$ cat src/rtl/fifo_reader.sv
// fifo_reader: issues burst reads against a FIFO read port with a one-cycle
// response latency, buffers returned words in a 3-entry skid buffer and
// presents them as a valid/ready stream with a last marker and a done pulse.
module fifo_reader #(
    parameter  int DATA_WIDTH = 8,
    parameter  int BURST_MAX  = 16,
    localparam int CNT_W      = $clog2(BURST_MAX + 1)
) (
    input  logic                  clk,
    input  logic                  reset,
    output logic                  rd_en,
    input  logic [DATA_WIDTH-1:0] rd_data,
    input  logic                  rd_val,
    input  logic                  start,
    input  logic [CNT_W-1:0]      burst_len,
    output logic                  busy,
    output logic                  done,
    output logic                  out_valid,
    output logic [DATA_WIDTH-1:0] out_data,
    output logic                  out_last,
    input  logic                  out_ready
);

    typedef enum logic [1:0] {IDLE, RUN, DRAIN} state_t;

    state_t                state, state_nxt;
    logic [CNT_W-1:0]      len;
    logic [CNT_W-1:0]      rcv_cnt, dlv_cnt;
    logic [CNT_W-1:0]      rcv_nxt, dlv_nxt;
    logic [1:0]            occ, wr_ptr, rd_ptr;
    logic                  pend;
    logic                  done_r, done_nxt;
    logic                  push, pop;
    logic [CNT_W:0]        rcv_sum;
    logic [2:0]            occ_sum;
    logic [DATA_WIDTH-1:0] mem [3];

    // A response only counts when a request was actually outstanding.
    assign push    = pend & rd_val;
    assign pop     = out_valid & out_ready;
    assign rcv_nxt = rcv_cnt + {{(CNT_W-1){1'b0}}, push};
    assign dlv_nxt = dlv_cnt + {{(CNT_W-1){1'b0}}, pop};

    // In-flight request is reserved both against the burst length and the
    // buffer space, so a returning word always has a slot. Registers only.
    assign rcv_sum = {1'b0, rcv_cnt} + {{CNT_W{1'b0}}, pend};
    assign occ_sum = {1'b0, occ} + {2'b00, pend};
    assign rd_en   = (state == RUN) && (rcv_sum < {1'b0, len}) && (occ_sum < 3'd3);

    // Data entries are not reset; the output mux forces zero when empty.
    assign out_valid = (occ != 2'd0);
    assign out_data  = out_valid ? mem[rd_ptr] : '0;
    assign out_last  = out_valid && (dlv_cnt == len - CNT_W'(1));
    assign busy      = (state != IDLE);
    assign done      = done_r;

    // Next-state and completion pulse decode.
    always_comb begin
        state_nxt = state;
        done_nxt  = 1'b0;
        case (state)
            IDLE: begin
                if (start) begin
                    if (burst_len != '0) state_nxt = RUN;
                    else                 done_nxt  = 1'b1;
                end
            end
            RUN: begin
                if (rcv_nxt == len) begin
                    if (dlv_nxt == len) begin
                        state_nxt = IDLE;
                        done_nxt  = 1'b1;
                    end else begin
                        state_nxt = DRAIN;
                    end
                end
            end
            DRAIN: begin
                if (pop && (dlv_nxt == len)) begin
                    state_nxt = IDLE;
                    done_nxt  = 1'b1;
                end
            end
            default: state_nxt = IDLE;
        endcase
    end

    // State register and registered done pulse.
    always_ff @(posedge clk or negedge reset) begin
        if (!reset) begin
            state  <= IDLE;
            done_r <= 1'b0;
        end else begin
            state  <= state_nxt;
            done_r <= done_nxt;
        end
    end

    // Burst counters, request tracking and skid-buffer occupancy/pointers.
    always_ff @(posedge clk or negedge reset) begin
        if (!reset) begin
            len     <= '0;
            rcv_cnt <= '0;
            dlv_cnt <= '0;
            pend    <= 1'b0;
            occ     <= 2'd0;
            wr_ptr  <= 2'd0;
            rd_ptr  <= 2'd0;
        end else begin
            if (state == IDLE) begin
                if (start && (burst_len != '0)) begin
                    len     <= burst_len;
                    rcv_cnt <= '0;
                    dlv_cnt <= '0;
                end
            end else begin
                rcv_cnt <= rcv_nxt;
                dlv_cnt <= dlv_nxt;
            end
            pend <= rd_en;
            case ({push, pop})
                2'b10:   occ <= occ + 2'd1;
                2'b01:   occ <= occ - 2'd1;
                default: occ <= occ;
            endcase
            if (push) wr_ptr <= (wr_ptr == 2'd2) ? 2'd0 : wr_ptr + 2'd1;
            if (pop)  rd_ptr <= (rd_ptr == 2'd2) ? 2'd0 : rd_ptr + 2'd1;
        end
    end

    // Skid-buffer storage; written on every accepted response.
    always_ff @(posedge clk) begin
        if (push) mem[wr_ptr] <= rd_data;
    end

endmodule

$ cat config.mk
export PLATFORM = sky130hd
export DESIGN_NAME = fifo_reader
export DESIGN_NICKNAME = d
export VERILOG_FILES = /design/src/rtl/fifo_reader.sv
export SDC_FILE = /design/constraint.sdc
export NUM_CORES = 1
export LEC_CHECK = 0
export CORE_ASPECT_RATIO = 0.7
export CORE_MARGIN = 1.5
export CORE_UTILIZATION = 62
export CTS_BUF_LIST = sky130_fd_sc_hd__clkbuf_2
export DETAILED_ROUTE_END_ITERATION = 12
export PLACE_DENSITY = 0.87
export SLEW_MARGIN = 10
export SYNTH_ARGS = -nofsm -noshare
export SYNTH_HDL_FRONTEND = slang
export SYNTH_SLANG_ARGS = --single-unit
$ cat constraint.sdc
create_clock -name clk -period 7.2 [get_ports clk]
set_input_delay 1.8 -clock clk [delete_from_list [all_inputs] [get_ports clk]]
set_output_delay 1.8 -clock clk [all_outputs]
set_load 0.1 [all_outputs]
After elaboration in Yosys (flattened, before gate mapping) --
Memories as Yosys holds them, arrays and structs flattened. Cells that the tools add are included.
Storage, ports and cells: latch bits 0, ROM bits 0, RAM bits 24, memories kept 1, register bits after elaboration 25, word-level logic and storage cells 70
Memories:
- mem | words 3, bits a word 8, read ports 1, clocked after memory_dff 0, write ports 1, RTL line 36 | logic [DATA_WIDTH-1:0] mem [3];
Operators by class: bitwise gates (word level) 2, divide/modulo/power cells 0, $add $sub $neg 9, reductions and logical operators 12, shifts and indexed selects 0, equal/unequal tests 14, multiply operators 0, $lt $le $gt $ge 2, muxes and demuxes 21
Operators by type and width (number):
- $eq 5x5->1 | 3
- $mux 5 | 3
- $mux 2 | 7
- $add 5x1->5 | 2
- $eq 2x2->1 const B | 4
- $mux 8 | 1
- $mux 1 | 7
- $add 2x1->2 const B | 3
- $add 5x1->6 | 1
- $lt 6x5->1 | 1
- $ne 2x2->1 const B | 3
- $pmux 2 s3 | 1
- $reduce_bool 2->1 | 3
- $logic_and 1x1->1 | 5
- $reduce_bool 5->1 | 1
- $sub 5x1->5 const B | 1
- $eq 2x1->1 const B | 2
- $ne 2x1->1 const B | 2
- $pmux 2 s2 | 1
- $reduce_and 4->1 | 1
- $add 2x1->3 | 1
- $lt 3x2->1 const B | 1
- $pmux 1 s3 | 1
- $and 1x1->1 | 2
- 3 further kinds | 3

Longest topological paths before layout --
Gate-level depths: netlist of the first run.
depth after elaboration 7, gate-level depth with buffers 12, gate-level depth less buffers 11

Least setup slack after synthesis of the first run --
No wires, ideal clock.
kind reg-to-output, from register occ[0], to output port out_last, buffers on the path 0, data arrival time 6.097 ns, data required time 5.400 ns, cell stages (with the launch flop) 5, setup slack -0.697 ns, path through dfrtp_1 -> nor2_1 -> inv_1 -> o211ai_1 -> a2111oi_0
Between the ends: word-level cells in the longest chain between the ends 2
Ends and longest elaborated chain:
- start: declaration | RTL line 30 | logic [1:0] occ, wr_ptr, rd_ptr;
- start signal: assignment | RTL line 122 | 2'b10: occ <= occ + 2'd1;
- start signal: assignment | RTL line 123 | 2'b01: occ <= occ - 2'd1;
- $reduce_bool 2->1 | RTL line 51 | assign out_valid = (occ != 2'd0);
- net out_valid | RTL line 18 | output logic out_valid,
- $logic_and 1x1->1 | RTL line 53 | assign out_last = out_valid && (dlv_cnt == len - CNT_W'(1));
- end: declaration | RTL line 20 | output logic out_last,
The timed path passes the listed nets, and every way through them passes these cells.

Worst setup path after layout of the first run --
from register rcv_cnt[0], to output port rd_en
Between the ends: word-level cells in the longest chain between the ends 4
Ends and longest elaborated chain:
- start: declaration | RTL line 28 | logic [CNT_W-1:0] rcv_cnt, dlv_cnt;
- start signal: assignment | RTL line 117 | rcv_cnt <= rcv_nxt;
- $add 5x1->6 | RTL line 46 | assign rcv_sum = {1'b0, rcv_cnt} + {{CNT_W{1'b0}}, pend};
- $lt 6x5->1 | RTL line 48 | assign rd_en = (state == RUN) && (rcv_sum < {1'b0, len}) && (occ_sum < 3'd3);
- $logic_and 1x1->1 (2 in a row) | RTL line 48
- end: declaration | RTL line 11 | output logic rd_en,
No other way between the ends.

==> results of run 1 <==
## worst max-delay path by stage
stage / endpoint / start / depth (start not counted)
CTS: rd_en / rcv_cnt[0] / 8
global route: rd_en / rcv_cnt[0] / 9
global placement: rd_en / rcv_cnt[0] / 8
finish: rd_en / rcv_cnt[0] / 8
detailed placement: rd_en / rcv_cnt[0] / 8
floorplan: out_last / occ[0] / 4
## cells in the final DEF, fill, tap and decap left out, types with 3 or more instances in the layout
master and n:
o21ai_0 9, nand3_1 8, xor2_1 7, edfxtp_1 24, mux2_2 5, a21o_1 6, buf_4 4, clkbuf_2 5
inv_1 9, a22o_1 5, clkdlybuf4s50_1 30, dfrtp_1 25, nor2_1 23, nand2_1 12, mux2i_1 9, xnor2_1 15
nand2b_1 3, ha_1 14, nor3_1 5, a21oi_1 11
## registers in the layout (all words and copies together) (netlist names)
| name | count |
|---|---|
| rcv_cnt | 5 |
| done | 1 |
| dlv_cnt | 5 |
| wr_ptr | 2 |
| occ | 2 |
| mem | 24 |
| rd_ptr | 2 |
| state | 2 |
| len | 5 |
| pend | 1 |
## cell families (layout without fill, tap and decap cells)
kind of cell / count (synthesis) / in the layout
AND/OR/NAND/NOR: 64 / 64
flip-flops: 49 / 49
AO/OA/AOI/OAI: 40 / 40
XOR/XNOR: 24 / 24
buffers and inverters: 20 / 52
multiplexers: 15 / 15
adder cells (fa/ha/maj): 14 / 14
## metrics by stage
step                      hold WS (ps)  utilization  cell area [µm²]
after floorplan                  469.6            -             2594
after global routing             569.1       0.7548             2997
after CTS                        548.3       0.7548             2997
after detailed placement         513.2       0.7381             2930
after global placement           499.9       0.7381             2930
final                            544.2       0.7548             2997
## metal layers
metal / share of wire / global-route usage
met1: 0.48 / 0.3580
met2: 0.45 / 0.3553
met3: 0.061 / 0.06080
met4: 0 / 0.06650
met5: 0 / 0
## critical path, delay by kind of cell (launching register included)
family | cells | cell delay (ps)
adders and majority gates | 3 | 780
DFF | 1 | 460
buffers and inverters | 1 | 1170
AOI/OAI and AO/OA | 4 | 680
## layout make-up
class                           instances  share of cell area
Timing Repair Buffer                   34              0.1102
Sequential cell                        49              0.4493
Inverter                               10             0.01253
Clock buffer                            5            0.008351
Clock inverter                          3             0.01378
Multi-Input combinational cell        157              0.3841
Tap cell                               52             0.02171
==> results.json, run 1 <==
{
  "grt_max_degree": 26,
  "num-fill-cells": 275,
  "place_congestion": 0.8501,
  "yosysTopAreaCell": "edfxtp_1",
  "synth_cell_types": 44,
  "dp_hpwl_mm": 3.634,
  "ys_seq_elements": 49,
  "fp.dieW_um": 80.29,
  "ctsResizeCount": 0,
  "min_path_cells": 1,
  "fmax_mhz": 188.7,
  "synth_compound_gate_area_share": 0.1018,
  "yosysSeqAreaShare": 0.5193,
  "synth_nets": 258,
  "route.detailed.drc": 0,
  "antenna_cells": 0,
  "initial_core_util": 0.6530,
  "setup_tns_ps": 0,
  "outcome": "finished clean",
  "maxSlewViolCount": 0,
  "dr.pass1.iters": 4,
  "path_clk_slew_ps": 240,
  "core_mm2": 0.003970,
  "track_usage": 0.2407,
  "critical_path_class": "reg -> out",
  "hp-start": "occ[1]",
  "drive_above_1_share": 0.07752,
  "reg2reg_from": "occ[0]",
  "synth_ff_type": "dfrtp_1",
  "startpoint_type": "flip-flop",
  "portBuffers": 30,
  "synthToLayoutAreaGrowth_pct": 15.59,
  "fin_crit_ps": 5299,
  "post-place-ws_ps": 2388,
  "synth_top_area_share": 0.2780,
  "fin_cells": 310,
  "fin_skew_ps": 29.04,
  "r2r_slack_ps": 4070,
  "num_vias": 1795,
  "hold_buffers": 0,
  "async_reset_ff_frac": 0.5102,
  "synthMuxAreaShare": 0.06081,
  "relSlewSlack": 0.3499,
  "mappedNetlistArea_mm2": 0.002592,
  "synthSimpleGateAreaFrac": 0.1197,
  "timing.rr.end": "state[1]",
  "syn_inst": 226,
  "grt_pass1_vias": 1672,
  "reg2reg_depth": 11,
  "cts_setup_buffers": 0,
  "maxCapViolCount": 0,
  "finalSetupViolations": 0,
  "rows": 19,
  "cts.path.max_buffers": 2,
  "grt_pass1_wl_mm": 8.107,
  "synth_fa_ha_area_frac": 0.06757,
  "hold_class": "reg -> reg",
  "fin_ws_ps": 1901,
  "cts_tree": "done",
  "cts-root-buf": "clkbuf_2",
  "cts_buffers": 5,
  "numPlacedInstances": 302,
  "yosysMostFrequentCell": "dfrtp_1",
  "finalHoldViolCount": 0,
  "ys_warn_count": 0,
  "syn_avg_cell_area_um2": 11.47,
  "finalCritPeriodShare": 0.7359,
  "synthXorXnorAreaFrac": 0.09363,
  "critical_path.slowest_cell": "clkdlybuf4s50_1",
  "grt_overflow_total": 0,
  "final_nets": 289,
  "wire_per_inst_um": 16.05,
  "final_antenna_net_count": 0,
  "critPathMaxStageDelay_ps": 1170,
  "crit_arrival_ps": 3500,
  "multi_input_area_mm2": 0.001151,
  "register_area_mm2": 0.001346,
  "synth_common_cells": "dfrtp_1, edfxtp_1, nor2_1",
  "synth_top_family_by_area": "simple AND/OR/NAND/NOR gates",
  "synth_edf_count": 24,
  "end_kind": "output pin",
  "rsz0062_at_grt": "no",
  "clk_latency_ps": 440,
  "wl_mm": 4.974,
  "synth_area_leaders": "edfxtp_1, dfrtp_1, ha_1, xnor2_1, mux2i_1",
  "drtIter0Drc": 114,
  "worstPathRequired_ps": 5400,
  "ios": 31,
  "die-area_mm2": 0.004585,
  "tightestPinTransition_ps": 972.2,
  "hold_path_end": "occ[1]",
  "crit_fanout": 3,
  "chipHeight_um": 57.10,
  "worstPathCellList": "ha_1, ha_1, ha_1, a21o_1, a21o_1, a21o_1, a21oi_1, clkdlybuf4s50_1",
  "via_per_inst": 5.790,
  "h-tree-depth": 2,
  "cts_sinks": 49,
  "antenna_found_initial": 0
}
Power of run 1 is left out: the tool's default activity adds up to more than one toggle a clock period on the data nets, which glitch-free logic cannot reach.
==> run 2, diff against run 1 <==
--- a/config.mk
+++ b/config.mk
@@ -7,10 +7,10 @@
 export LEC_CHECK = 0
 export CORE_ASPECT_RATIO = 0.7
 export CORE_MARGIN = 1.5
-export CORE_UTILIZATION = 62
+export CORE_UTILIZATION = 52
 export CTS_BUF_LIST = sky130_fd_sc_hd__clkbuf_2
 export DETAILED_ROUTE_END_ITERATION = 12
-export PLACE_DENSITY = 0.87
+export PLACE_DENSITY = 0.78
 export SLEW_MARGIN = 10
 export SYNTH_ARGS = -nofsm -noshare
 export SYNTH_HDL_FRONTEND = slang
==> constraint.sdc (replaced) <==
create_clock -name clk -period 4.8 [get_ports clk]
set_input_delay 1.2 -clock clk [delete_from_list [all_inputs] [get_ports clk]]
set_output_delay 1.2 -clock clk [all_outputs]
set_load 0.1 [all_outputs]
==> run 2 against run 1 <==
  * Global-route usage fell by 4.0 points
  * Setup slack got worse by 1100 ps
  * Critical path depth fell by 3
  * Clock skew fell by 1.4 ps
  * Critical path type unchanged
  * Die area rose by 18%
  * Highest routed layer is now met4
  * Cell area rose by 1.6%
==> results.json, run 2 (synthesis results as in run 1) <==
{
  "grt_pass1_wl_mm": 7.928,
  "fin_crit_ps": 3990,
  "worstPathRequired_ps": 3600,
  "rows": 21,
  "antenna_found_initial": 0,
  "worstSetupPathDepth": 5,
  "startpoint_type": "flip-flop",
  "route.detailed.drc": 0,
  "drive_above_1_share": 0.09302,
  "relSlewSlack": 0.3523,
  "wire_per_inst_um": 14.90,
  "final_nets": 289,
  "reg2reg_depth": 11,
  "critical_path_class": "reg -> out",
  "hold_class": "reg -> reg",
  "antenna_cells": 0,
  "final_common_cell": "clkdlybuf4s50_1",
  "drtIter0Drc": 116,
  "setup_tns_ps": 0,
  "maxSlewViolCount": 0,
  "mostFrequentLayoutCells": "clkdlybuf4s50_1, dfrtp_1, edfxtp_1, nor2_1, xnor2_1",
  "rsz0062_at_grt": "no",
  "place_congestion": 0.8714,
  "fmax_mhz": 250.6,
  "finalSetupViolations": 0,
  "end_kind": "output pin",
  "fin_skew_ps": 27.67,
  "dr.pass1.iters": 4,
  "crit_fanout": 11,
  "finalCritPeriodShare": 0.8312,
  "grt_pass1_vias": 1630,
  "via_per_inst": 5.391,
  "chipHeight_um": 62.08,
  "dp_hpwl_mm": 3.601,
  "clk_latency_ps": 440,
  "finalHoldViolCount": 0,
  "min_path_cells": 1,
  "crit_buf_inv": 1,
  "num-fill-cells": 395,
  "cts_tree": "done",
  "synthToLayoutAreaGrowth_pct": 17.47,
  "worstPathCellList": "mux2i_1, nor2_1, a21oi_1, nor2_1, clkdlybuf4s50_1",
  "critical_path.slowest_cell": "clkdlybuf4s50_1",
  "cts_sinks": 49,
  "max_flop_register": "mem",
  "cts_setup_buffers": 0,
  "crit_arrival_ps": 2790,
  "grt_overflow_total": 0,
  "num_vias": 1763,
  "die-area_mm2": 0.005425,
  "hold_buffers": 0,
  "cts-root-buf": "clkbuf_2",
  "ios": 31,
  "final_antenna_net_count": 0,
  "fin_util": 0.6368,
  "cts_buffers": 5,
  "portBuffers": 30,
  "numPlacedInstances": 319,
  "track_usage": 0.2002,
  "fp.dieW_um": 87.40,
  "ctsResizeCount": 0,
  "initial_core_util": 0.5421,
  "cts.path.max_buffers": 2,
  "grt_max_degree": 26,
  "register_area_mm2": 0.001346,
  "critical-path-top-delay-family": "buffers and inverters",
  "critPathMaxStageDelay_ps": 1140,
  "h-tree-depth": 2,
  "cp_common_cell": "nor2_1",
  "outcome": "finished clean",
  "multi_input_area_mm2": 0.001156,
  "path_clk_slew_ps": 260,
  "maxCapViolCount": 0,
  "core_mm2": 0.004782,
  "largest_reg_flops": 24,
  "tightestPinTransition_ps": 968.5,
  "fin_cells": 327,
  "wl_mm": 4.872
}
## run 2: changes by cell type in the layout (fill, tap and decap cells not counted), sizes merged
cell / previous run / this run
buf: 4 / 6
bufinv: 1 / 2
clkinv: 1 / 0
clkdlybuf4s50: 30 / 28
clkinvlp: 1 / 0
inv: 10 / 11
## run 2: layer usage
| metal | global-route usage | vias to the layer above | share of wire |
|---|---|---|---|
| li1 | - | 865 | - |
| met1 | 0.2800 | 848 | 0.49 |
| met2 | 0.3088 | 43 | 0.45 |
| met3 | 0.05680 | 7 | 0.055 |
| met4 | 0.06122 | 0 | 0.013 |
| met5 | 0 | - | 0 |
## run 2: path summary, 6_finish.rpt
check	from	to	slack, ps
max	rd_ptr[0]	out_data[0]	810
min	occ[1]	occ[1]	550
max reg2reg	occ[0]	state[1]	1790
min reg2reg	occ[1]	occ[1]	550
max in group asynchronous	reset	rcv_cnt[4]	3470
min in group asynchronous	reset	len[4]	1060
## run 2: through the flow
stage / setup slack [ps] / instance area [µm²] / hold WS, ps
after global routing: 595.6 / 3045 / 570.9
after floorplan: 218.1 / 2599 / 469.6
final: 810.2 / 3045 / 550.6
after detailed placement: 1143 / 2952 / 513.5
after CTS: 784.5 / 3045 / 551.7
after global placement: 1206 / 2952 / 488.5
## run 2: area by class of cell
type	instances	area share
clock buffers	5	0.008217
repair buffers	34	0.1068
clock inverters	3	0.02260
well taps	69	0.02835
multi-input cells	157	0.3796
flip-flops and latches	49	0.4421
inverters	10	0.01233
Power of run 2 is left out for the same reason.
==> run 3, diff against run 2 <==
==> constraint.sdc (replaced) <==
create_clock -name clk -period 3.6 [get_ports clk]
set_input_delay 0.9 -clock clk [delete_from_list [all_inputs] [get_ports clk]]
set_output_delay 0.9 -clock clk [all_outputs]
set_load 0.1 [all_outputs]
==> run 3 against run 2 <==
  * Via count decreased by 0.51%
  * Register-to-register slack got worse by 1300 ps
  * Die area unchanged
  * Sequential share of layout area decreased by 0.18 points
  * Non-clock buffer count increased by 4
  * First-iteration DRC count increased by 12%
  * Global-route usage about the same
  * Critical path type unchanged
  * Flip-flop and latch count unchanged
  * Wire length increased by 1.5%
  * Clock-buffer cell count unchanged
  * Setup slack got worse by 690 ps
  * Clock skew increased by 2.5 ps
==> results.json, run 3 (synthesis results as in run 1) <==
{
  "outcome": "finished clean",
  "end_kind": "output pin",
  "gr-usage-met2": 0.2813,
  "maxSlewViolCount": 0,
  "fin_util": 0.6395,
  "finalHoldViolCount": 0,
  "die-area_mm2": 0.005425,
  "route.detailed.drc": 0,
  "path_clk_slew_ps": 260,
  "critical_path_class": "reg -> out",
  "via_per_inst": 5.299,
  "grtUsageMet3": 0.03963,
  "grt_overflow_total": 0,
  "initial_core_util": 0.5421,
  "max_flop_register": "mem",
  "drive_above_1_share": 0.1489,
  "startpoint_type": "flip-flop",
  "place_congestion": 0.8947,
  "grt_max_degree": 26,
  "track_usage": 0.1999,
  "finalCritPeriodShare": 0.9669,
  "relSlewSlack": 0.3586,
  "hp-start": "occ[1]",
  "rsz0062_at_grt": "no",
  "grt_pass1_vias": 1590,
  "mostFrequentLayoutCells": "dfrtp_1, edfxtp_1, nor2_1, clkdlybuf4s50_1, buf_4",
  "fmax_mhz": 287.3,
  "cts.path.max_buffers": 2,
  "antenna_found_initial": 0,
  "core_mm2": 0.004782,
  "final_common_cell": "dfrtp_1",
  "cts_sinks": 49,
  "drtIter0Drc": 130,
  "grt_pass1_wl_mm": 7.921,
  "wl_mm": 4.944,
  "num-fill-cells": 389,
  "cp-startpoint": "rcv_cnt[0]",
  "cts_buffers": 5,
  "chipHeight_um": 62.08,
  "ios": 31,
  "setup_tns_ps": 0,
  "h-tree-depth": 2,
  "multi_input_area_mm2": 0.001181,
  "final_nets": 293,
  "fp.dieW_um": 87.40,
  "rows": 21,
  "hold_buffers": 0,
  "final_antenna_net_count": 0,
  "synthToLayoutAreaGrowth_pct": 17.95,
  "wire_per_inst_um": 14.94,
  "portBuffers": 30,
  "cts_tree": "done",
  "tightestPinTransition_ps": 959.1,
  "top_usage_layer": "met1",
  "register_area_mm2": 0.001346,
  "dr.pass1.iters": 4,
  "antenna_cells": 0,
  "hold_class": "reg -> reg",
  "largest_reg_flops": 24,
  "reg2reg_from": "occ[0]",
  "fin_area_mm2": 0.003058,
  "fin_skew_ps": 30.15,
  "fin_crit_ps": 3481,
  "maxCapViolCount": 0,
  "place_area_mm2": 0.002975,
  "crit_arrival_ps": 2580,
  "crit_fanout": 2,
  "met1_usage": 0.3139,
  "num_vias": 1754,
  "dp_hpwl_mm": 3.687,
  "finalSetupViolations": 0,
  "clk_latency_ps": 440,
  "cts-root-buf": "clkbuf_2",
  "worstPathRequired_ps": 2700
}
-- run 3: cell count changes in the layout (fill, tap and decap cells not counted), sizes merged --
| cell | previous run | this run |
|---|---|---|
| clkdlybuf4s50 | 28 | 18 |
| clkinvlp | 0 | 2 |
| bufinv | 2 | 0 |
| buf | 6 | 20 |
-- run 3: final timing paths --
check,slack [ps],endpoint,depth (start not counted)
max,120,rd_en,8
min,530,occ[1],1
max reg2reg,450,state[1],11
min reg2reg,530,occ[1],1
max in group asynchronous,2560,wr_ptr[0],2
min in group asynchronous,770,len[4],2
-- run 3: repair_timing --
action / CTS / global route
setup buffers: 0 / 3
gates resized for setup: 0 / 3
setup endpoints to repair: 0 / 1
-- run 3: cell type report --
cell class	count	area share
flip-flops and latches	49	0.4403
repair buffers	38	0.1162
multi-input cells	157	0.3863
clock buffers	5	0.008183
well taps	69	0.02823
inverters	10	0.01227
clock inverters	3	0.008592
-- run 3: stage by stage --
step	setup WS [ps]	hold slack, ps	instances
3_3_place_gp	310.8	493.1	320
4_1_cts	32.40	536.8	328
5_1_grt	9.439	560.2	331
6_report	119.1	534.6	331
2_1_floorplan	21.65	469.6	226
3_5_place_dp	219.3	503.2	320
-- run 3: per-layer routing --
layer / routed length [µm] / share of wire / up-vias
met5: 0 / 0 / -
met4: 39 / 0.0079 / 0
met3: 280 / 0.057 / 5
met2: 2158 / 0.44 / 40
met1: 2466 / 0.50 / 835
li1: - / - / 874
-- run 3: worst max-delay path: stages (launching register included) --
cell and delay, ps:
dfrtp_1 450, ha_1 220, ha_1 270, ha_1 270
a21o_1 160, a21o_1 180, a21o_1 200, a21oi_4 200
buf_12 200
Power of run 3 is left out for the same reason.
